$ cat src/rtl/wrr_egress_scheduler.sv
// Weighted round-robin scheduler moving words from four source FIFOs to four
// destination FIFOs. Lane i always feeds destination i. Pops are registered.
// Read data is captured one cycle after the pop, and the matching push comes
// out two cycles after the pop.
module wrr_egress_scheduler #(
    parameter int DATA_W = 12,
    parameter int WGT_W  = 3
) (
    input  logic              clk,
    input  logic              reset,
    input  logic              init,
    input  logic [WGT_W-1:0]  weight0,
    input  logic [WGT_W-1:0]  weight1,
    input  logic [WGT_W-1:0]  weight2,
    input  logic [WGT_W-1:0]  weight3,
    input  logic [3:0]        src_empty,
    input  logic [3:0]        dst_almost_full,
    input  logic [DATA_W-1:0] src_data0,
    input  logic [DATA_W-1:0] src_data1,
    input  logic [DATA_W-1:0] src_data2,
    input  logic [DATA_W-1:0] src_data3,
    output logic [3:0]        pop,
    output logic [3:0]        push,
    output logic [DATA_W-1:0] data_out,
    output logic [1:0]        grant_idx,
    output logic [1:0]        state
);

    typedef enum logic [1:0] {
        ST_RESET  = 2'd0,
        ST_INIT   = 2'd1,
        ST_IDLE   = 2'd2,
        ST_ACTIVE = 2'd3
    } state_t;

    state_t             state_reg, state_next;
    logic [1:0]         ptr_reg, ptr_next;
    logic [WGT_W-1:0]   cnt_reg, cnt_next;
    logic [1:0]         grant_reg, grant_next;
    logic [3:0]         pop_reg, pop_next;
    logic               pipe_valid_reg;
    logic [1:0]         pipe_lane_reg;
    logic [3:0]         push_reg;
    logic [DATA_W-1:0]  data_reg;

    logic [WGT_W-1:0]   wgt_in [4];
    logic [WGT_W-1:0]   wgt_reg [4];
    logic [DATA_W-1:0]  src_data_arr [4];
    logic [3:0]         elig;
    logic               any_elig;
    logic               search_found;
    logic [1:0]         search_lane;

    assign wgt_in[0] = weight0;
    assign wgt_in[1] = weight1;
    assign wgt_in[2] = weight2;
    assign wgt_in[3] = weight3;

    assign src_data_arr[0] = src_data0;
    assign src_data_arr[1] = src_data1;
    assign src_data_arr[2] = src_data2;
    assign src_data_arr[3] = src_data3;

    // A lane can move a word only if it has data and its destination has room.
    assign elig     = ~src_empty & ~dst_almost_full;
    assign any_elig = |elig;

    // Per-lane quantum registers, tracking the inputs while in INIT. A zero
    // weight would starve the lane, so it is stored as 1.
    generate
        for (genvar gi = 0; gi < 4; gi++) begin : g_wgt
            always_ff @(posedge clk or posedge reset) begin
                if (reset) begin
                    wgt_reg[gi] <= WGT_W'(1);
                end else if (state_reg == ST_INIT) begin
                    wgt_reg[gi] <= (wgt_in[gi] == '0) ? WGT_W'(1) : wgt_in[gi];
                end
            end
        end
    endgenerate

    // Find the first eligible lane after ptr. Offset 4 wraps back to ptr
    // itself, so a lone eligible lane gets re-granted with a fresh quantum.
    always_comb begin
        logic [1:0] cand;
        search_found = 1'b0;
        search_lane  = ptr_reg;
        cand         = ptr_reg;
        for (int k = 1; k <= 4; k++) begin
            cand = ptr_reg + 2'(k);
            if (!search_found && elig[cand]) begin
                search_found = 1'b1;
                search_lane  = cand;
            end
        end
    end

    // Next state, plus the arbitration decision used only when the next
    // state is ACTIVE.
    always_comb begin
        state_next = state_reg;
        ptr_next   = ptr_reg;
        cnt_next   = cnt_reg;
        grant_next = grant_reg;
        pop_next   = 4'b0000;

        unique case (state_reg)
            ST_RESET:  if (init) state_next = ST_INIT;
            ST_INIT:   if (!init) state_next = ST_IDLE;
            ST_IDLE: begin
                if (init)          state_next = ST_INIT;
                else if (any_elig) state_next = ST_ACTIVE;
            end
            ST_ACTIVE: begin
                if (init)           state_next = ST_INIT;
                else if (!any_elig) state_next = ST_IDLE;
            end
            default:   state_next = ST_RESET;
        endcase

        if (state_next == ST_ACTIVE) begin
            if (elig[ptr_reg] && cnt_reg != '0) begin
                cnt_next   = cnt_reg - WGT_W'(1);
                grant_next = ptr_reg;
                pop_next   = 4'b0001 << ptr_reg;
            end else if (search_found) begin
                // Any credit left on ptr is dropped when the lane loses eligibility.
                ptr_next   = search_lane;
                cnt_next   = wgt_reg[search_lane] - WGT_W'(1);
                grant_next = search_lane;
                pop_next   = 4'b0001 << search_lane;
            end
        end
    end

    // FSM, arbitration state and registered pop.
    always_ff @(posedge clk or posedge reset) begin
        if (reset) begin
            state_reg <= ST_RESET;
            ptr_reg   <= 2'd3;
            cnt_reg   <= '0;
            grant_reg <= 2'd0;
            pop_reg   <= 4'b0000;
        end else begin
            state_reg <= state_next;
            ptr_reg   <= ptr_next;
            cnt_reg   <= cnt_next;
            grant_reg <= grant_next;
            pop_reg   <= pop_next;
        end
    end

    // Read pipeline. The popped lane is remembered for one cycle, then its
    // read data is captured together with a one-cycle push. Words already in
    // flight keep moving even after the FSM leaves ACTIVE.
    always_ff @(posedge clk or posedge reset) begin
        if (reset) begin
            pipe_valid_reg <= 1'b0;
            pipe_lane_reg  <= 2'd0;
            push_reg       <= 4'b0000;
            data_reg       <= '0;
        end else begin
            pipe_valid_reg <= |pop_reg;
            pipe_lane_reg  <= grant_reg;
            push_reg       <= pipe_valid_reg ? (4'b0001 << pipe_lane_reg) : 4'b0000;
            if (pipe_valid_reg) begin
                data_reg <= src_data_arr[pipe_lane_reg];
            end
        end
    end

    assign pop       = pop_reg;
    assign push      = push_reg;
    assign data_out  = data_reg;
    assign grant_idx = grant_reg;
    assign state     = state_reg;

endmodule
$ cat config.mk
export PLATFORM = sky130hd
export DESIGN_NAME = wrr_egress_scheduler
export DESIGN_NICKNAME = d
export VERILOG_FILES = /design/src/rtl/wrr_egress_scheduler.sv
export SDC_FILE = /design/constraint.sdc
export NUM_CORES = 1
export LEC_CHECK = 0
export CORE_MARGIN = 2
export CORE_UTILIZATION = 52
export CTS_BUF_LIST = sky130_fd_sc_hd__clkbuf_16
export DETAILED_ROUTE_END_ITERATION = 8
export DONT_BUFFER_PORTS = 1
export PLACE_DENSITY = 0.67
export SYNTH_ARGS = -nofsm -noshare
export SYNTH_HDL_FRONTEND = slang
export SYNTH_SLANG_ARGS = --single-unit
$ cat constraint.sdc
create_clock -name clk -period 9.1 [get_ports clk]
set_input_delay 2.275 -clock clk [delete_from_list [all_inputs] [get_ports clk]]
set_output_delay 2.275 -clock clk [all_outputs]
set_load 0.02 [all_outputs]
==> impl_results.md, run 1 <==
- Initial antenna violation count: 0
- Least-Margin Pin Slew: 1.12 ns
- Post-CTS setup buffer count: 0
- Initial Util: 54.5%
- Commonest cells after routing, fill and taps aside: 38 x dfrtp_1, 21 x nor2_1, 20 x mux2_2
- # setup viols final: 0
- Post-placement worst setup slack: 4.00 ns
- Max FO, Critical Path: 9
- Rel. slew slack: 24.6%
- Overall Power: 0.965 mW
- Ant diodes: 0
- Syn_nets: 273
- CP Cell Sequence: nor2_1 -> mux4_2 -> a41oi_4 -> xnor2_2 -> mux4_2 -> mux2i_1 -> ha_1 -> or3_1 -> o211ai_1 -> nor3_2
- Slew Limit Fails: 0
- Fin crit share: 53.1%
- Total of max-cap violations: 0
- Reg-to-reg slack, setup: 5.31 ns
- Clock power share: 23.4%
- Post-Syn Instances: 197
- Num Clock Sinks: 44
- RSZ-0062 raised after global routing: false
- Clock buffer depth: 2
- Post-CTS Resized: 0
- FF-to-FF End: cnt_reg[2]
- Final hold vios: 0
- Crit path capture type: flop
- Final instance area: 2630 um^2
- Post-Route Setup TNS: 0 ns
- Switching share of power: 37.1%
- Share of layout cells above drive strength 1: 29.6%
- Pint: 0.607 mW
- Layout Skew: 0.00466 ns
- RR Startpoint: ptr_reg[0]
- Clk root buf: clkbuf_16
- Crit-path leading delay family: multiplexers
- Post-route minimum period: 4.83 ns
- # rows: 24
- Die Y-Extent: 72.0 um
- DRT Pass-1 Iters: 4
- Mean routed wirelength per cell: 18.8 um
- Reg power frac: 41.2%
- Die W: 72.0 um
- Commonest non-fill, non-tap cell in the layout: dfrtp_1
- Switching power: 0.358 mW
- Vias in the first global route: 1,620
- Crit path DAT: 5.04 ns
- Setup Crit Path Kind: in -> reg
- Status: finished, final reports clean
- First-pass GRT wire length: 7450 um
- Worst Setup Start Kind: input pin
- PD cells: 367 nW/um^2
- Port Buffers: 0
- Via Count: 1,591
- YS warnings: 0
- DP HPWL: 3590 um
- Worst-path clk slew: 0.06 ns
- Buffers and inverters on the worst path: 0
- Via/cell ratio: 6.42
- Gpl congestion: 0.821
- PnR worst setup slack: 4.27 ns
- Post-synthesis cell area: 2400 um^2
- FF-to-FF path depth: 12
- Max incr delay on CP: 0.60 ns
- Post-DP Area: 2440 um^2
- I/O pins: 95
- Die ar.: 5180 um^2
- Maximum vdd drop: 0.135 mV
- Fin cells: 248
- Hold/Removal Path Class: reg -> reg
- Combinational Power Share: 35.3%
- Hold EP: wgt_reg[0]
- Netlist cell types: 44
- TritonCTS clock tree: built
- Core footprint: 4410 um^2
- Ys flop type: dfrtp_1
- Req. time, crit path: 9.31 ns
- Largest net degree at the start of global routing: 45
- Inserted Clock Buffers: 5
- 1st-iter DRT viols: 60
- Critical Path Slowest Stage Cell: mux4_2
- Clk Latency, worst-skew pair: 0.28 ns
- Routed Antenna Nets: 0
- Synthesis-stage register bit count: 44
- Total global-route track usage: 18.8%
- DRC Markers: 0
- Leak: 1.08 nW
- Gr ovfl total: 0
- Number of synthesized flops with an enable pin: 0
- Register area share after synthesis: 46.1%
- Maximum clock rate: 0.207 GHz
- Final WL: 4670 um
- CTS Hold Bufs: 0
- Hold path depth: 2
- Asr flop ratio synth: 100%
- Synth Area per Inst: 12.2 um^2
- Cell mode on critical path: mux4_2
- Synth-to-layout area growth: 9.26%
- Hold Path Origin: wgt_reg[0]
- H-tree depth: 2
- Final Net Count: 271
- Post-placement cell count: 240
==> metal layers <==
layer | track usage (%) | vias to the layer above | share of wire (%)
met5 | 0 | - | 0
met4 | 7.76 | 0 | 1.4
met3 | 5.83 | 8 | 8.4
met2 | 33.5 | 66 | 54
met1 | 20.7 | 778 | 36
li1 | - | 739 | -
==> power groups by stage <==
stage | combinational [mW] | clock, mW | sequential (mW)
final | 0.341 | 0.226 | 0.398
after global routing | 0.375 | 0.239 | 0.414
after CTS | 0.342 | 0.231 | 0.400
after detailed placement | 0.342 | 0 | 0.403
after global placement | 0.322 | 0 | 0.399
after floorplan | 0.328 | 0 | 0.348
==> worst max path at each step <==
stage	start	end	slack [ns]	depth (start not counted)
after floorplan	dst_almost_full[3]	cnt_reg[2]	4.39	10
final	dst_almost_full[3]	cnt_reg[2]	4.27	10
after CTS	dst_almost_full[3]	cnt_reg[2]	4.27	10
after detailed placement	dst_almost_full[3]	cnt_reg[2]	4.00	10
after global placement	dst_almost_full[3]	cnt_reg[2]	4.27	10
after global routing	dst_almost_full[3]	cnt_reg[2]	4.05	10
==> worst min-delay path, delay by kind of cell, from the launching register on <==
kind / cells / cell delay [ns]
AND/OR/NAND/NOR: 1 / 0.04
AO/OA/AOI/OAI: 1 / 0.07
flip-flops: 1 / 0.37
==> cell type report <==
cell class | count | area [um^2]
Clock inverter | 3 | 63.8
Timing Repair Buffer | 1 | 7.51
Sequential cell | 44 | 1110
Clock buffer | 5 | 125
Multi-Input combinational cell | 138 | 1240
Tap cell | 52 | 65.1
Inverter | 5 | 18.8
Fill cell | 357 | 1790
==> per-stage QoR <==
stage,hold WS (ns),util (%)
floorplan,0.455,-
global placement,0.474,55.2
detailed placement,0.480,55.2
CTS,0.488,59.5
global route,0.515,59.5
finish,0.489,59.5
==> synth_stat cells, types with 3 or more instances <==
| cell | count | area, um^2 |
|---|---|---|
| ha_1 | 5 | 62.6 |
| inv_1 | 5 | 18.8 |
| mux2_2 | 20 | 225 |
| a22oi_1 | 5 | 37.5 |
| nand3_1 | 3 | 15.0 |
| nor2_1 | 21 | 78.8 |
| mux4_2 | 15 | 338 |
| mux2i_1 | 4 | 40.0 |
| or2_2 | 3 | 18.8 |
| o21ai_0 | 8 | 40.0 |
| nand2_1 | 10 | 37.5 |
| a211oi_1 | 3 | 22.5 |
| dfrtp_1 | 38 | 951 |
| clkbuf_1 | 7 | 26.3 |
| dfstp_2 | 6 | 158 |
| o211ai_1 | 3 | 22.5 |
| a21oi_1 | 7 | 35.0 |
| o31ai_1 | 3 | 22.5 |
==> logic make-up after synthesis <==
family | after synthesis | synth area share, %
flip-flops | 44 | 46.1
XOR/XNOR | 3 | 1.41
AO/OA/AOI/OAI | 37 | 10.9
adder cells (fa/ha/maj) | 5 | 2.60
AND/OR/NAND/NOR | 54 | 11.5
buffers and inverters | 15 | 2.39
multiplexers | 39 | 25.1
Power figures use the tool's default switching activity.
==> inputs of run 2 (changes only) <==
PLACE_DENSITY = 0.7   (was 0.67)
clock period = 4.4 ns   (was 9.1 ns; I/O delays follow)
==> run 2 against run 1 <==
Compared with the run above: clock-buffer cell count did not move; flip-flop and latch count unchanged; clock skew about the same; largest cell class unchanged; worst hold slack lost 0.0097 ns; register-to-register slack got worse by 4.7 ns; via count is 2.5% higher; die area unchanged.
==> impl_results.md, run 2 (synthesized netlist as in run 1, its figures left out) <==
- # rows: 24 (unchanged)
- Largest net degree at the start of global routing: 45 (unchanged)
- Fin Hold WS: 0.480 ns (-0.00975 ns)
- Die W: 72.0 um (unchanged)
- Post-Route Setup TNS: 0 ns (unchanged)
- Port Buffers: 0 (unchanged)
- RR Startpoint: ptr_reg[0]
- FF-to-FF End: cnt_reg[2]
- DRT Pass-1 Iters: 4 (unchanged)
- Setup Crit Path Kind: reg -> reg
- Clk root buf: clkbuf_16
- Inserted Clock Buffers: 5 (unchanged)
- Hold EP: wgt_reg[9]
- TritonCTS clock tree: built
- 1st-iter DRT viols: 78 (+30%)
- Via Count: 1,631 (+2.5%)
- Final Net Count: 271 (unchanged)
- Maximum clock rate: 0.267 GHz
- Die Y-Extent: 72.0 um (unchanged)
- Overall Power: 1.93 mW (+100%)
- Initial Util: 54.5% (unchanged)
- CTS Hold Bufs: 0 (unchanged)
- # setup viols final: 0 (unchanged)
- Synth-to-layout area growth: 8.22%
- Gpl congestion: 0.794 (-3.3%)
- Initial antenna violation count: 0 (unchanged)
- Final WL: 4790 um (+2.5%)
- Final hold vios: 0 (unchanged)
- Die ar.: 5180 um^2 (unchanged)
- Routed Antenna Nets: 0 (unchanged)
- Crit path capture type: flop
- Clock buffer depth: 2 (unchanged)
- Hold Path Origin: wgt_reg[9]
- PD cells: 743 nW/um^2 (+100%)
- Post-CTS Resized: 0 (unchanged)
- H-tree depth: 2 (unchanged)
- Layout Skew: 0.00488 ns (+0.000223 ns)
- Rel. slew slack: 27.5% (+2.9 points)
- Hold/Removal Path Class: reg -> reg
- Vias in the first global route: 1,687 (+4.1%)
- Post-CTS setup buffer count: 0 (unchanged)
- Commonest cells after routing, fill and taps aside: 38 x dfrtp_1, 21 x nor2_1, 20 x mux2_2
- Reg-to-reg slack, setup: 0.65 ns (-4.66 ns)
- Worst Setup Start Kind: flop
- Mean routed wirelength per cell: 19.3 um (+2.5%)
- Share of layout cells above drive strength 1: 29.6% (unchanged)
- Clk Latency, worst-skew pair: 0.28 ns (about the same)
- Req. time, crit path: 4.60 ns (-4.71 ns)
- DP HPWL: 3690 um (+3.0%)
- DRC Markers: 0 (unchanged)
- Least-Margin Pin Slew: 1.08 ns (-0.0428 ns)
- Ant diodes: 0 (unchanged)
- Via/cell ratio: 6.58 (+2.5%)
- RSZ-0062 raised after global routing: false
- Fin crit share: 85.3%
- Num Clock Sinks: 44 (unchanged)
- Core footprint: 4410 um^2 (unchanged)
- Status: finished, final reports clean
- Post-route minimum period: 3.75 ns
- FF-to-FF path depth: 12 (unchanged)
- Worst-path clk slew: 0.06 ns (about the same)
- Commonest non-fill, non-tap cell in the layout: dfrtp_1
- Gr ovfl total: 0 (unchanged)
- I/O pins: 95 (unchanged)
- Leak: 1.07 nW (-0.95%)
- Hold path depth: 2 (unchanged)
- Filler Cell Count: 348 (-2.5%)
- Maximum vdd drop: 0.295 mV (+120%)
- Max FO, Critical Path: 17 (+8)
- Crit path DAT: 3.95 ns (-1.09 ns)
- Total of max-cap violations: 0 (unchanged)
- First-pass GRT wire length: 7890 um (+5.9%)
- Slew Limit Fails: 0 (unchanged)
- Total global-route track usage: 19.4% (+0.64 points)
## run 2: changes by cell type in the layout (fill, tap and decap cells not counted), sizes merged
cell	previous run	this run
bufinv	2	1
clkinv	1	2
## run 2: worst max-delay path by stage
| stage | start | endpoint | slack [ns] | cells past startpoint |
|---|---|---|---|---|
| 2_1_floorplan | dst_almost_full[3] | cnt_reg[2] | 0.87 | 10 |
| 3_3_place_gp | dst_almost_full[3] | cnt_reg[2] | 0.74 | 10 |
| 3_5_place_dp | dst_almost_full[3] | cnt_reg[2] | 0.47 | 10 |
| 4_1_cts | ptr_reg[0] | cnt_reg[2] | 0.67 | 12 |
| 5_1_grt | ptr_reg[0] | cnt_reg[2] | 0.39 | 12 |
| 6_report | ptr_reg[0] | cnt_reg[2] | 0.65 | 12 |
## run 2: stage by stage
| step | area, um^2 | util, % | instances | setup WS, ns |
|---|---|---|---|---|
| floorplan | 2400 | - | 197 | 0.869 |
| global placement | 2440 | 55.2 | 240 | 0.743 |
| detailed placement | 2440 | 55.2 | 240 | 0.475 |
| CTS | 2600 | 59.0 | 248 | 0.673 |
| global route | 2600 | 59.0 | 248 | 0.389 |
| finish | 2600 | 59.0 | 248 | 0.648 |
## run 2: per-layer routing
metal | vias to the layer above | track usage, % | share of wire, %
met4 | 0 | 4.61 | 1.0
met5 | - | 0 | 0
met3 | 7 | 4.72 | 8.0
met1 | 801 | 23.0 | 36
met2 | 85 | 35.5 | 55
li1 | 738 | - | -
## run 2: power by group
part / leakage [nW] / internal, mW / switching, mW / total [mW]
Sequential: 0.534 / 0.545 / 0.276 / 0.821
Combinational: 0.451 / 0.386 / 0.320 / 0.706
Clock: 0.0850 / 0.264 / 0.143 / 0.408
Total: 1.07 / 1.20 / 0.739 / 1.93
## run 2: final cells by class
| cell class | count | area (um^2) | share of cell area [%] |
|---|---|---|---|
| clock buffers | 5 | 125 | 4.81 |
| clock inverters | 3 | 38.8 | 1.49 |
| inverters | 5 | 18.8 | 0.721 |
| multi-input cells | 138 | 1240 | 47.6 |
| flip-flops and latches | 44 | 1110 | 42.6 |
| well taps | 52 | 65.1 | 2.50 |
| repair buffers | 1 | 7.51 | 0.288 |
## run 2: critical path: stages (launching register included)
cell	delay, ns
dfstp_2	0.73
inv_1	0.20
ha_1	0.42
inv_1	0.06
a31oi_1	0.28
a41oi_4	0.18
xnor2_2	0.43
mux4_2	0.61
mux2i_1	0.16
ha_1	0.22
or3_1	0.12
o211ai_1	0.11
nor3_2	0.14
==> inputs of run 3 (changes only) <==
ABC_CLOCK_PERIOD_IN_PS = 4400   (was not set)
CTS_BUF_LIST = not set   (was sky130_fd_sc_hd__clkbuf_16)
RECOVER_POWER = 50   (was not set)
==> run 3 against run 2 <==
Compared with the run above: the flow now finishes with violations (max-capacitance violations, max-slew violations); register-to-register slack worse by 0.02 ns; total power down 5.6%; final area down 2.3%; clock power down 27%; sequential power about the same; highest routed layer unchanged.
==> impl_results.md, run 3 (synthesized netlist as in run 1, its figures left out) <==
- Final instance area: 2540 um^2 (-2.3%)
- Port Buffers: 0 (unchanged)
- Reg-to-reg slack, setup: 0.63 ns (-0.02 ns)
- Die W: 72.0 um (unchanged)
- Via/cell ratio: 6.58 (+0.12%)
- Reg power frac: 44.9% (+2.5 points)
- Switching power: 0.727 mW (-1.6%)
- Total global-route track usage: 19.2% (-0.15 points)
- Crit path capture type: flop
- DP HPWL: 3690 um (unchanged)
- Clk Latency, worst-skew pair: 0.29 ns (about the same)
- Setup Crit Path Kind: reg -> reg
- Num Clock Sinks: 44 (unchanged)
- Ant diodes: 0 (unchanged)
- Hold EP: wgt_reg[9]
- Largest net degree at the start of global routing: 45 (unchanged)
- Pint: 1.10 mW (-8.1%)
- Post-Route Setup TNS: 0 ns (unchanged)
- Share of layout cells above drive strength 1: 29.1% (-0.51 points)
- Worst-path clk slew: 0.08 ns (+0.02 ns)
- Leak: 1.04 nW (-3.1%)
- RR Startpoint: ptr_reg[0]
- Commonest cells after routing, fill and taps aside: 38 x dfrtp_1, 21 x nor2_1, 20 x mux2_2
- Vias in the first global route: 1,694 (+0.41%)
- Worst Setup Start Kind: flop
- Initial antenna violation count: 0 (unchanged)
- Buffers and inverters on the worst path: 2 (unchanged)
- Maximum vdd drop: 0.284 mV (-3.7%)
- Via Count: 1,633 (+0.12%)
- RSZ-0062 raised after global routing: false
- Synth-to-layout area growth: 5.72%
- Clock power share: 16.3% (-4.8 points)
- Status: complete, but fails checks
- Post-CTS Resized: 0 (unchanged)
- # setup viols final: 0 (unchanged)
- Inserted Clock Buffers: 5 (unchanged)
- Max incr delay on CP: 0.75 ns (+0.02 ns)
- PD cells: 718 nW/um^2 (-3.4%)
- Failing checks: max-capacitance violations, max-slew violations
- Commonest non-fill, non-tap cell in the layout: dfrtp_1
- Worst Setup SP: ptr_reg[0]
- Gr ovfl total: 0 (unchanged)
- Slew Limit Fails: 45 (+45)
- DRC Markers: 0 (unchanged)
- Post-DP Area: 2440 um^2 (unchanged)
- Layout Skew: 0.00904 ns (+0.00416 ns)
- Clock buffer depth: 2 (unchanged)
- Post-CTS setup buffer count: 0 (unchanged)
- Register area: 1110 um^2 (unchanged)
- Overall Power: 1.83 mW (-5.6%)
- Filler Cell Count: 354 (+1.7%)
- Req. time, crit path: 4.61 ns (about the same)
- Initial Util: 54.5% (unchanged)
- Gpl congestion: 0.794 (unchanged)
- CTS Hold Bufs: 0 (unchanged)
- Fin crit share: 85.7% (+0.40 points)
- Total of max-cap violations: 1 (+1)
- CP Cell Sequence: inv_1 -> ha_1 -> inv_1 -> a31oi_1 -> a41oi_4 -> xnor2_2 -> mux4_2 -> mux2i_1 -> ha_1 -> or3_1 -> o211ai_1 -> nor3_2
- Final hold vios: 0 (unchanged)
- 1st-iter DRT viols: 92 (+18%)
- Critical Path Slowest Stage Cell: dfstp_2
- Crit-path leading delay family: multiplexers
- Max FO, Critical Path: 17 (unchanged)
- DRT Pass-1 Iters: 5 (+1)
- Final WL: 4800 um (+0.27%)
- FF-to-FF End: cnt_reg[2]
- First-pass GRT wire length: 7820 um (-0.87%)
- Least-Margin Pin Slew: 2.27 ns (+1.19 ns)
- H-tree depth: 2 (unchanged)
- Rel. slew slack: -51.2% (-79 points)
- Post-route minimum period: 3.77 ns (+0.0177 ns)
- Crit path DAT: 3.98 ns (+0.03 ns)
- Clk root buf: clkbuf_8
- Die Y-Extent: 72.0 um (unchanged)
- Area of the multi-input gates: 1240 um^2 (unchanged)
- FF-to-FF path depth: 12 (unchanged)
- Core footprint: 4410 um^2 (unchanged)
- Combinational Power Share: 38.8% (+2.3 points)
- Hold Path Origin: wgt_reg[9]
- Mean routed wirelength per cell: 19.4 um (+0.27%)
- Die ar.: 5180 um^2 (unchanged)
- Switching share of power: 39.8% (+1.6 points)
- Hold/Removal Path Class: reg -> reg
- Hold path depth: 2 (unchanged)
- # rows: 24 (unchanged)
- Routed Antenna Nets: 0 (unchanged)
- TritonCTS clock tree: built
- Final Net Count: 271 (unchanged)
- I/O pins: 95 (unchanged)
- Maximum clock rate: 0.265 GHz (-0.47%)
## run 3: cell types whose count changed in the layout (fill, tap and decap cells not counted), sizes merged
cell / before / now
clkbuf: 5 / 7
inv: 5 / 4
buf: 1 / 0
## run 3: metrics by stage
step,worst slack [ns],utilization (%),hold WS (ns),std cells
3_3_place_gp,0.743,55.2,0.473,240
3_5_place_dp,0.475,55.2,0.478,240
6_report,0.630,57.6,0.483,248
5_1_grt,0.387,57.6,0.505,248
2_1_floorplan,0.869,-,0.455,197
4_1_cts,0.668,57.7,0.489,248
## run 3: worst min-delay path: stages (launching register included)
cell,delay [ns]
dfstp_2,0.37
nand2_1,0.04
o21ai_0,0.07
## run 3: final cells by class
class,count,area share [%]
Multi-Input combinational cell,138,48.7
Sequential cell,44,43.6
Clock buffer,6,2.85
Tap cell,52,2.56
Clock inverter,2,1.38
Inverter,5,0.738
Timing Repair Buffer,1,0.148
## run 3: power groups by stage
stage / Sequential (mW) / Combinational (mW) / Clock (mW)
finish: 0.820 / 0.708 / 0.298
global route: 0.855 / 0.779 / 0.323
CTS: 0.825 / 0.705 / 0.306
detailed placement: 0.834 / 0.705 / 0
floorplan: 0.719 / 0.678 / 0
global placement: 0.826 / 0.665 / 0
## run 3: worst max-delay path by stage
stage	end	slack (ns)	cells past startpoint
finish	cnt_reg[2]	0.63	12
global placement	cnt_reg[2]	0.74	10
floorplan	cnt_reg[2]	0.87	10
CTS	cnt_reg[2]	0.67	12
global route	cnt_reg[2]	0.39	12
detailed placement	cnt_reg[2]	0.47	10
## run 3: per-layer routing
metal	routed length, um	up-vias	share of wire [%]	track usage [%]
met5	0	-	0	0
met4	26	0	0.54	4.61
met3	364	4	7.6	4.86
met2	2680	78	56	35.6
met1	1730	814	36	22.3
li1	-	737	-	-
